<file path="src/rtl/sr_drv_pkg.sv">
// -----------------------------------------------------------------------------
// sr_drv_pkg
// Shared types and defaults for the SR latch drive front-end.
//   sr_drv_state_t  : pulse FSM states (IDLE, SET_P, RST_P, GAP)
//   DEF_DEB_CYCLES  : default debounce length in synchronised samples
//   DEF_PULSE_W     : default s/r pulse width in cycles
//   DEF_GAP_W       : default dead-time gap after each pulse in cycles
//   DROP_CNT_W      : width of the optional discarded-event counter
// -----------------------------------------------------------------------------
package sr_drv_pkg;

  typedef enum logic [1:0] {
    IDLE  = 2'd0,
    SET_P = 2'd1,
    RST_P = 2'd2,
    GAP   = 2'd3
  } sr_drv_state_t;

  localparam int DEF_DEB_CYCLES = 4;
  localparam int DEF_PULSE_W    = 2;
  localparam int DEF_GAP_W      = 1;
  localparam int DROP_CNT_W     = 8;

endpackage

</file>
<file path="src/rtl/sr_debounce.sv">
// -----------------------------------------------------------------------------
// sr_debounce
// Two-flop synchroniser, debounce counter and rising-edge event for one raw
// asynchronous request line.
// Ports:
//   clk   in   rising-edge clock
//   rst   in   asynchronous active-high reset
//   din   in   raw request, asynchronous to clk
//   level out  debounced level
//   rise  out  one-cycle pulse in the first cycle the debounced level is high
// Parameter:
//   DEB_CYCLES : consecutive differing samples needed to flip the level (>=1)
// -----------------------------------------------------------------------------
module sr_debounce
  import sr_drv_pkg::*;
#(
  parameter int DEB_CYCLES = DEF_DEB_CYCLES
) (
  input  logic clk,
  input  logic rst,
  input  logic din,
  output logic level,
  output logic rise
);

  localparam int CW = $clog2(DEB_CYCLES + 1);
  localparam logic [CW-1:0] CNT_LAST = CW'(DEB_CYCLES - 1);
  localparam logic [CW-1:0] CNT_ONE  = CW'(1);

  logic          sync1_r;
  logic          sync2_r;
  logic          level_r;
  logic          rise_r;
  logic [CW-1:0] cnt_r;

  // Two-flop synchroniser for the raw asynchronous input.
  always_ff @(posedge clk or posedge rst) begin
    if (rst) begin
      sync1_r <= 1'b0;
      sync2_r <= 1'b0;
    end else begin
      sync1_r <= din;
      sync2_r <= sync1_r;
    end
  end

  // Debounce counter; the edge event is registered on the same edge that
  // flips the level, so rise is high exactly in the first high-level cycle.
  always_ff @(posedge clk or posedge rst) begin
    if (rst) begin
      cnt_r   <= '0;
      level_r <= 1'b0;
      rise_r  <= 1'b0;
    end else if (sync2_r == level_r) begin
      cnt_r   <= '0;
      rise_r  <= 1'b0;
    end else if (cnt_r == CNT_LAST) begin
      cnt_r   <= '0;
      level_r <= sync2_r;
      rise_r  <= sync2_r;
    end else begin
      cnt_r   <= cnt_r + CNT_ONE;
      rise_r  <= 1'b0;
    end
  end

  assign level = level_r;
  assign rise  = rise_r;

endmodule

</file>
<file path="src/rtl/sr_drive_ctrl.sv">
// -----------------------------------------------------------------------------
// sr_drive_ctrl
// Command front-end for an SR latch: debounces raw set/reset requests,
// arbitrates their rising-edge events and emits mutually exclusive,
// fixed-width s/r pulses followed by a dead-time gap.
// Ports:
//   clk       in   rising-edge clock
//   rst       in   asynchronous active-high reset
//   set_req   in   raw set request (asynchronous)
//   reset_req in   raw reset request (asynchronous)
//   s         out  registered set drive
//   r         out  registered reset drive
//   busy      out  high whenever the FSM is not IDLE
//   drop      out  one-cycle pulse when a request event is discarded
//   drop_cnt  out  saturating count of drop cycles (only with
//                  SR_DRV_DROP_CNT_EN defined)
// Parameters: DEB_CYCLES, PULSE_W (>=1), GAP_W (>=0), SET_PRIO (1: set wins).
// Optional feature macro: SR_DRV_DROP_CNT_EN
// -----------------------------------------------------------------------------
module sr_drive_ctrl
  import sr_drv_pkg::*;
#(
  parameter int DEB_CYCLES = DEF_DEB_CYCLES,
  parameter int PULSE_W    = DEF_PULSE_W,
  parameter int GAP_W      = DEF_GAP_W,
  parameter int SET_PRIO   = 0
) (
  input  logic clk,
  input  logic rst,
  input  logic set_req,
  input  logic reset_req,
  output logic s,
  output logic r,
  output logic busy,
  output logic drop
`ifdef SR_DRV_DROP_CNT_EN
  ,
  output logic [DROP_CNT_W-1:0] drop_cnt
`endif
);

  localparam int CW = $clog2(PULSE_W + GAP_W + 1);
  localparam logic [CW-1:0] PW_LAST = CW'(PULSE_W - 1);
  localparam logic [CW-1:0] GP_LAST = CW'((GAP_W > 0) ? (GAP_W - 1) : 0);
  localparam logic [CW-1:0] CNT_ONE = CW'(1);

  logic set_lvl_s;
  logic set_rise_s;
  logic rst_lvl_s;
  logic rst_rise_s;
  logic set_ev_s;
  logic rst_ev_s;

  sr_drv_state_t state_r;
  sr_drv_state_t state_nxt_s;
  logic [CW-1:0] cnt_r;
  logic [CW-1:0] cnt_nxt_s;
  logic          drop_nxt_s;

  logic s_r;
  logic r_r;
  logic busy_r;
  logic drop_r;

  sr_debounce #(.DEB_CYCLES(DEB_CYCLES)) u_set_deb (
    .clk   (clk),
    .rst   (rst),
    .din   (set_req),
    .level (set_lvl_s),
    .rise  (set_rise_s)
  );

  sr_debounce #(.DEB_CYCLES(DEB_CYCLES)) u_rst_deb (
    .clk   (clk),
    .rst   (rst),
    .din   (reset_req),
    .level (rst_lvl_s),
    .rise  (rst_rise_s)
  );

  // An event is only honoured while its debounced level agrees it is high;
  // both come from the same edge, so this is a consistency qualifier.
  assign set_ev_s = set_rise_s & set_lvl_s;
  assign rst_ev_s = rst_rise_s & rst_lvl_s;

  // Next-state, pulse counter and discard decode.
  always_comb begin
    state_nxt_s = state_r;
    cnt_nxt_s   = cnt_r;
    drop_nxt_s  = 1'b0;
    case (state_r)
      IDLE: begin
        cnt_nxt_s = '0;
        if (set_ev_s && rst_ev_s) begin
          // Simultaneous events: the loser is discarded.
          drop_nxt_s  = 1'b1;
          state_nxt_s = (SET_PRIO != 0) ? SET_P : RST_P;
        end else if (set_ev_s) begin
          state_nxt_s = SET_P;
        end else if (rst_ev_s) begin
          state_nxt_s = RST_P;
        end else begin
          state_nxt_s = IDLE;
        end
      end
      SET_P, RST_P: begin
        // Events are never queued while a command is in flight.
        drop_nxt_s = set_ev_s | rst_ev_s;
        if (cnt_r == PW_LAST) begin
          cnt_nxt_s   = '0;
          state_nxt_s = (GAP_W > 0) ? GAP : IDLE;
        end else begin
          cnt_nxt_s = cnt_r + CNT_ONE;
        end
      end
      GAP: begin
        drop_nxt_s = set_ev_s | rst_ev_s;
        if (cnt_r == GP_LAST) begin
          cnt_nxt_s   = '0;
          state_nxt_s = IDLE;
        end else begin
          cnt_nxt_s = cnt_r + CNT_ONE;
        end
      end
      default: begin
        cnt_nxt_s   = '0;
        state_nxt_s = IDLE;
      end
    endcase
  end

  // State, counter and output registers; outputs are decoded from the next
  // state so they change on the same edge as the state.
  always_ff @(posedge clk or posedge rst) begin
    if (rst) begin
      state_r <= IDLE;
      cnt_r   <= '0;
      s_r     <= 1'b0;
      r_r     <= 1'b0;
      busy_r  <= 1'b0;
      drop_r  <= 1'b0;
    end else begin
      state_r <= state_nxt_s;
      cnt_r   <= cnt_nxt_s;
      s_r     <= (state_nxt_s == SET_P);
      r_r     <= (state_nxt_s == RST_P);
      busy_r  <= (state_nxt_s != IDLE);
      drop_r  <= drop_nxt_s;
    end
  end

  assign s    = s_r;
  assign r    = r_r;
  assign busy = busy_r;
  assign drop = drop_r;

`ifdef SR_DRV_DROP_CNT_EN
  logic [DROP_CNT_W-1:0] drop_cnt_r;

  // Saturating discard counter; a cycle discarding two events counts once.
  always_ff @(posedge clk or posedge rst) begin
    if (rst) begin
      drop_cnt_r <= '0;
    end else if (drop_nxt_s && (drop_cnt_r != {DROP_CNT_W{1'b1}})) begin
      drop_cnt_r <= drop_cnt_r + DROP_CNT_W'(1);
    end else begin
      drop_cnt_r <= drop_cnt_r;
    end
  end

  assign drop_cnt = drop_cnt_r;
`endif

endmodule

</file>
<file path="config.mk">
export PLATFORM = sky130hd
export DESIGN_NAME = sr_drive_ctrl
export DESIGN_NICKNAME = d
export VERILOG_FILES = /design/src/rtl/sr_drv_pkg.sv /design/src/rtl/sr_debounce.sv /design/src/rtl/sr_drive_ctrl.sv
export SDC_FILE = /design/constraint.sdc
export NUM_CORES = 1
export LEC_CHECK = 0
export BUFFER_PORTS_ARGS = -buffer_cell sky130_fd_sc_hd__buf_2
export CORE_MARGIN = 4
export CORE_UTILIZATION = 60
export CTS_CLUSTER_SIZE = 40
export DETAILED_ROUTE_END_ITERATION = 12
export GPL_TIMING_DRIVEN = 0
export PLACE_DENSITY = 0.8
export SLEW_MARGIN = 25
export SYNTH_ARGS = -nofsm -noshare
export SYNTH_HDL_FRONTEND = slang
export SYNTH_HIERARCHICAL = 1
export SYNTH_SLANG_ARGS = --single-unit
</file>
<file path="constraint.sdc">
create_clock -name clk -period 2.4 [get_ports clk]
set_input_delay 0.48 -clock clk [delete_from_list [all_inputs] [get_ports clk]]
set_output_delay 0.48 -clock clk [all_outputs]
set_load 0.005 [all_outputs]
</file>
==> results of run 1 <==
==> through the flow <==
stage	hold slack [ns]	setup WS, ns	util	power [W]	cell area, µm²
after floorplan	0.283	1.04	-	0.000704	970
after global placement	0.340	0.959	0.672	0.000754	1020
after detailed placement	0.355	0.896	0.672	0.000770	1020
after CTS	0.0968	0.873	0.707	0.00105	1080
after global routing	0.0928	0.756	0.707	0.00110	1080
final	0.0985	0.887	0.707	0.00103	1080
==> layout make-up <==
class,count,share of cell area
repair buffers,7,0.0325
inverters,8,0.0279
plain buffers,1,0.00697
clock inverters,1,0.0279
flip-flops and latches,22,0.511
clock buffers,3,0.0209
multi-input cells,43,0.354
well taps,16,0.0186
==> layer usage <==
layer  part of all wire  vias to the layer above
met5                  0                        -
met4              0.018                        0
met3              0.023                        2
met2               0.52                        5
met1               0.44                      259
li1                   -                      273
==> Yosys cell counts (2+ instances only) <==
master   count
ha_1         7
nor2b_1      2
dfrtp_1     22
nand2_1      3
and3b_2      3
a21oi_1      2
inv_1        8
a22oi_1      2
mux2_4       2
nor2b_4      2
xnor2_1      2
nor3b_2      2
nor2_1       3
nor3_2       2
==> cells by family (layout without fill, tap and decap cells) <==
kind of cell | after synthesis | after routing | share of synthesized area
compound gates | 10 | 10 | 0.0761
xor+xnor | 2 | 2 | 0.0181
simple gates | 21 | 21 | 0.168
buf+inv | 9 | 20 | 0.0387
mux | 2 | 2 | 0.0310
flops | 22 | 22 | 0.568
fa+ha+maj | 8 | 8 | 0.101
==> how the worst max path moves through the flow <==
stage,slack (ns),depth (start not counted),endpoint,start
floorplan,1.04,5,s$_DFF_PP0_,state_r[0]$_DFF_PP0_
global placement,0.96,5,s$_DFF_PP0_,state_r[0]$_DFF_PP0_
detailed placement,0.90,5,s$_DFF_PP0_,state_r[0]$_DFF_PP0_
CTS,0.87,5,s$_DFF_PP0_,state_r[0]$_DFF_PP0_
global route,0.76,5,s$_DFF_PP0_,state_r[1]$_DFF_PP0_
finish,0.89,5,s$_DFF_PP0_,state_r[0]$_DFF_PP0_
==> flip-flops by register name, summed over array words and instances (netlist names) <==
signal	flops
u_rst_deb/sync2_r	1
u_rst_deb/rise	1
u_set_deb/sync1_r	1
drop	1
busy	1
s	1
u_set_deb/rise	1
state_r	2
u_set_deb/sync2_r	1
u_rst_deb/cnt_r	3
u_set_deb/cnt_r	3
u_rst_deb/level	1
u_set_deb/level	1
r	1
cnt_r	2
u_rst_deb/sync1_r	1
==> critical path: stages (launching register included) <==
cell,delay (ns)
dfrtp_1,0.41
inv_1,0.06
ha_1,0.33
o21ai_1,0.10
a21o_1,0.20
o41ai_2,0.32
==> power groups by stage <==
stage / sequential [W] / clock [W] / combinational (W)
after detailed placement: 0.000505 / 0 / 0.000265
after global placement: 0.000498 / 0 / 0.000256
after CTS: 0.000497 / 0.000281 / 0.000267
after global routing: 0.000508 / 0.000300 / 0.000296
final: 0.000497 / 0.000275 / 0.000263
after floorplan: 0.000495 / 0 / 0.000210
==> results.txt, run 1 <==
Sum Neg Setup Slack -> 0 ns
CP Data Required Time -> 2.60 ns
CTS tree -> done
CTS Root Cell -> clkbuf_4
Row Count -> 14
Synth cell types -> 26
Switching fraction of total power -> 0.274
Mapped Cells -> 74
Measured slew at the worst slew-check pin -> 0.354 ns
Gr busiest metal -> met2
Fill count -> 107
# DRC -> 0
Die width -> 48.2 µm
Syn Area/Cell -> 13.1 µm²
Inst Count DP -> 97
Syn Nets -> 85
R2r setup slk -> 0.89 ns
Met2 Use GR -> 0.273
Clock power share -> 0.266
Setup crit start kind -> flop
Std-Cell Core Area -> 1520 µm²
Num CTS Buffers -> 3
Most frequent cells in the layout -> dfrtp_1, inv_1, ha_1, buf_2
Global-route wire length before repair -> 2300 µm
Reg2reg path depth -> 5
Synth top area share -> 0.568
CTS Hold Bufs -> 0
Yosys warning count -> 6
Reg-to-reg startpoint -> state_r[0]$_DFF_PP0_
Grt ovf -> 0
Routed len/inst -> 13.7 µm
Data arrival, critical path -> 1.71 ns
Fraction of power consumed by sequential logic -> 0.480
Layout area overhead -> 11.1%
RSZ-0062 raised after global routing -> no
Final RePlAce weighted congestion -> 0.766
Die Y-Extent -> 48.2 µm
Initial Util -> 0.636
P_leak -> 0.538 nW
Crit path time final -> 1.51 ns
R2r endpoint -> s$_DFF_PP0_
VDD IR max -> 0.585 mV
ANT cells -> 0
Initial DRT Pass Iterations -> 2
Share of layout cells above drive strength 1 -> 0.282
Post-route ant nets -> 0
Final Setup Violations -> 0
DR vias/cell -> 5.34
Rel. slew slack -> 0.762
Main synth FF type -> dfrtp_1
Skew-Pair Late Insertion Delay -> 0.30 ns
DR iter-0 viols -> 4
Fin cells -> 101
Via count -> 539
Clock skew -> 0.00341 ns
Max cap viols -> 0
Max Clk Rate -> 661 MHz
H-tree levels -> 1
Area occupied by multi-input gates -> 382 µm²
Largest cells by area after synthesis -> dfrtp_1, ha_1, and3b_2
I/O pin total -> 8
Final net count -> 97
DP Wirelength -> 1050 µm
CP endpoint kind -> flop
Clock tree sinks -> 22
FFs w/ async S/R, synth -> 1.00
Status -> finished clean
Met1 Use GR -> 0.161
Total track usage -> 0.156
CTS resizes -> 0
Int Pwr -> 0.000751 W
Final Hold Viols -> 0
Mapped Area -> 970 µm²
Die area -> 2320 µm²
Pin count of the biggest net entering global routing -> 14
Final worst path period share -> 0.631
Port bufs -> 7
Critical path type -> flop to flop
Vias in the first global route -> 548
Post-CTS setup buffers -> 0
Antenna violations before repair -> 0
P_sw -> 0.000283 W
Post-synth EDFFs -> 0
Synthesis-stage register bit count -> 22
GRT met3 Usage -> 0.0332
Clock transition at the registers of the reported paths -> 0.12 ns
Sequential cell area -> 551 µm²
Commonest non-fill, non-tap cell in the layout -> dfrtp_1
Crit-path max FO -> 4
Power density cells -> 960 nW/µm²
Fin. max-slew vios -> 0
Seq/Total Area, Yosys -> 0.568
Synth area leader -> dfrtp_1
Final wirelength -> 1380 µm
Comb power frac -> 0.254
CTS max path bufs -> 2
Worst Hold Class -> primary input to async pin
Power figures use the tool's default switching activity.
==> run 2, diff against run 1 <==
ABC_AREA = 1   (was default)
CORE_UTILIZATION = 51   (was 60)
PLACE_DENSITY = 0.72   (was 0.8)
clock period = 1.31 ns   (was 2.4 ns; I/O delays follow)
==> run 2 against run 1 <==
- sequential share of layout area fell by 2.0 points
- synthesized cell count rose by 45%
- hold slack got worse by 0.038 ns
- routed wire length rose by 3.6%
- setup slack got worse by 0.78 ns
- critical path type unchanged
- highest routed layer unchanged
==> results.txt, run 2 <==
Most frequent cells in the layout -> inv_1, nand2_1, dfrtp_1, nor2_1
Sum Neg Setup Slack -> 0 ns
CTS max path bufs -> 2
Clock skew -> 0.00314 ns
Clock transition at the registers of the reported paths -> 0.11 ns
Vias in the first global route -> 623
Initial DRT Pass Iterations -> 4
VDD IR max -> 0.948 mV
Inst Count DP -> 139
Final RePlAce weighted congestion -> 0.699
Cell Area, Placed -> 1040 µm²
Global-route wire length before repair -> 2510 µm
Overall Power -> 0.00163 W
Crit-path max FO -> 5
Synth cell types -> 14
R2r endpoint -> r$_DFF_PP0_
Biggest regs -> u_rst_deb/cnt_r: 3 flops, u_set_deb/cnt_r: 3 flops
Fin. max-slew vios -> 0
Critical path type -> flop to flop
Antenna violations before repair -> 0
Fin cells -> 146
Final worst path period share -> 0.921
Main synth FF type -> dfrtp_1
Yosys warning count -> 6
Die Y-Extent -> 51.8 µm
Row Count -> 15
Synth area leader -> dfrtp_1
Synth top area share -> 0.563
Final net count -> 133
Share of layout cells above drive strength 1 -> 0.223
Total track usage -> 0.128
Final Setup Violations -> 0
Via count -> 644
Crit path time final -> 1.21 ns
Syn Area/Cell -> 9.14 µm²
Num CTS Buffers -> 3
Max Clk Rate -> 829 MHz
Final Cell Area -> 1120 µm²
CTS Root Cell -> clkbuf_4
Top-count cell post-synth -> inv_1
FFs w/ async S/R, synth -> 1.00
Seq/Total Area, Yosys -> 0.563
Routed len/inst -> 9.78 µm
Mapped Area -> 978 µm²
Largest cells by area after synthesis -> dfrtp_1, inv_1, ha_1
Layout area overhead -> 14.6%
Hold Path End -> u_rst_deb/sync1_r$_DFF_PP0_
Final wirelength -> 1430 µm
Post-synth EDFFs -> 0
I/O pin total -> 8
DR vias/cell -> 4.41
Reg2reg path depth -> 7
Initial Util -> 0.555
Mapped Cells -> 107
Die area -> 2680 µm²
Measured slew at the worst slew-check pin -> 0.306 ns
P_leak -> 0.617 nW
Data arrival, critical path -> 1.41 ns
Reg-to-reg startpoint -> state_r[1]$_DFF_PP0_
Final Hold Viols -> 0
Power density cells -> 1450 nW/µm²
Skew-Pair Late Insertion Delay -> 0.29 ns
Std-Cell Core Area -> 1760 µm²
Die width -> 51.8 µm
Worst Hold Class -> primary input to flop
Max cap viols -> 0
Synthesis-stage register bit count -> 22
Commonest non-fill, non-tap cell in the layout -> inv_1
H-tree levels -> 1
DP Wirelength -> 1110 µm
RSZ-0062 raised after global routing -> no
DR iter-0 viols -> 10
ANT cells -> 0
Syn Nets -> 118
Port bufs -> 7
Pin count of the biggest net entering global routing -> 13
Hold-critical path depth -> 1
Hold_sp -> reset_req
Clock tree sinks -> 22
# DRC -> 0
Post-synth top cells -> inv_1, nand2_1, dfrtp_1
Post-route ant nets -> 0
Setup crit start kind -> flop
CP endpoint kind -> flop
R2r setup slk -> 0.10 ns
Grt ovf -> 0
CP Data Required Time -> 1.51 ns
Status -> finished clean
Rel. slew slack -> 0.796
CTS tree -> done
run 2: changes by cell type in the layout (fill, tap and decap cells not counted), sizes merged, moves of 2 or more:
cell,previous run,this run
nand2,3,31
inv,8,26
nor2,3,11
nand3,0,6
nor2b,4,0
and3b,3,0
nor3,3,0
a22oi,2,0
mux2,2,0
nor3b,2,0
xnor2,2,0
run 2: layer usage:
metal	routed length, µm	track usage	part of all wire	vias to the layer above
met5	0	0	0	-
met4	16	0.0786	0.011	0
met3	28	0.0258	0.020	2
met2	768	0.227	0.54	4
met1	615	0.140	0.43	301
li1	-	-	-	337
run 2: how the worst max path moves through the flow:
| stage | startpoint | to | slack, ns |
|---|---|---|---|
| after CTS | state_r[1]$_DFF_PP0_ | r$_DFF_PP0_ | 0.02 |
| after global placement | state_r[1]$_DFF_PP0_ | r$_DFF_PP0_ | 0.09 |
| after detailed placement | state_r[1]$_DFF_PP0_ | r$_DFF_PP0_ | 0.03 |
| final | state_r[1]$_DFF_PP0_ | r$_DFF_PP0_ | 0.10 |
| after floorplan | state_r[1]$_DFF_PP0_ | busy$_DFF_PP0_ | 0.15 |
| after global routing | state_r[0]$_DFF_PP0_ | busy$_DFF_PP0_ | 0.01 |
run 2: timing repair:
| action | 4_1_cts | 5_1_grt |
|---|---|---|
| resized for setup | 0 | 2 |
| setup endpoints to repair | 0 | 4 |
| hold endpoints to repair | 22 | 0 |
| hold buffers | 1 | 0 |
| buffers inserted | 0 | 2 |
run 2: logic make-up after synthesis:
kind of cell,after synthesis,synth area share
AOI/OAI and AO/OA,4,0.0230
adders and majority gates,7,0.0895
and+or+nand+nor,48,0.225
DFF,22,0.563
buffers and inverters,26,0.0998
run 2: power by group:
group | internal, W | switching (W)
Clock | 0.000169 | 0.000188
Combinational | 0.000174 | 0.000238
Sequential | 0.000791 | 0.0000701
Total | 0.00113 | 0.000496
run 2: stage by stage:
step | setup WS [ns] | hold WS (ns) | util
finish | 0.103 | 0.0601 | 0.635
CTS | 0.0218 | 0.0520 | 0.618
detailed placement | 0.0342 | 0.231 | 0.592
floorplan | 0.149 | 0.0654 | -
global route | 0.0140 | 0.0423 | 0.635
global placement | 0.0936 | 0.220 | 0.592
run 2: worst max-delay path: stages (launching register included):
cell	delay, ns
dfrtp_1	0.39
inv_1	0.08
ha_4	0.29
nand2_1	0.05
nand2_1	0.08
nand3_2	0.09
nand2_4	0.08
nor2_1	0.05
run 2: area by class of cell:
| type | instances | area (µm²) |
|---|---|---|
| clock buffers | 4 | 36.3 |
| fillers | 170 | 643 |
| inverters | 26 | 97.6 |
| multi-input cells | 59 | 345 |
| flip-flops and latches | 22 | 551 |
| well taps | 25 | 31.3 |
| repair buffers | 10 | 60.1 |
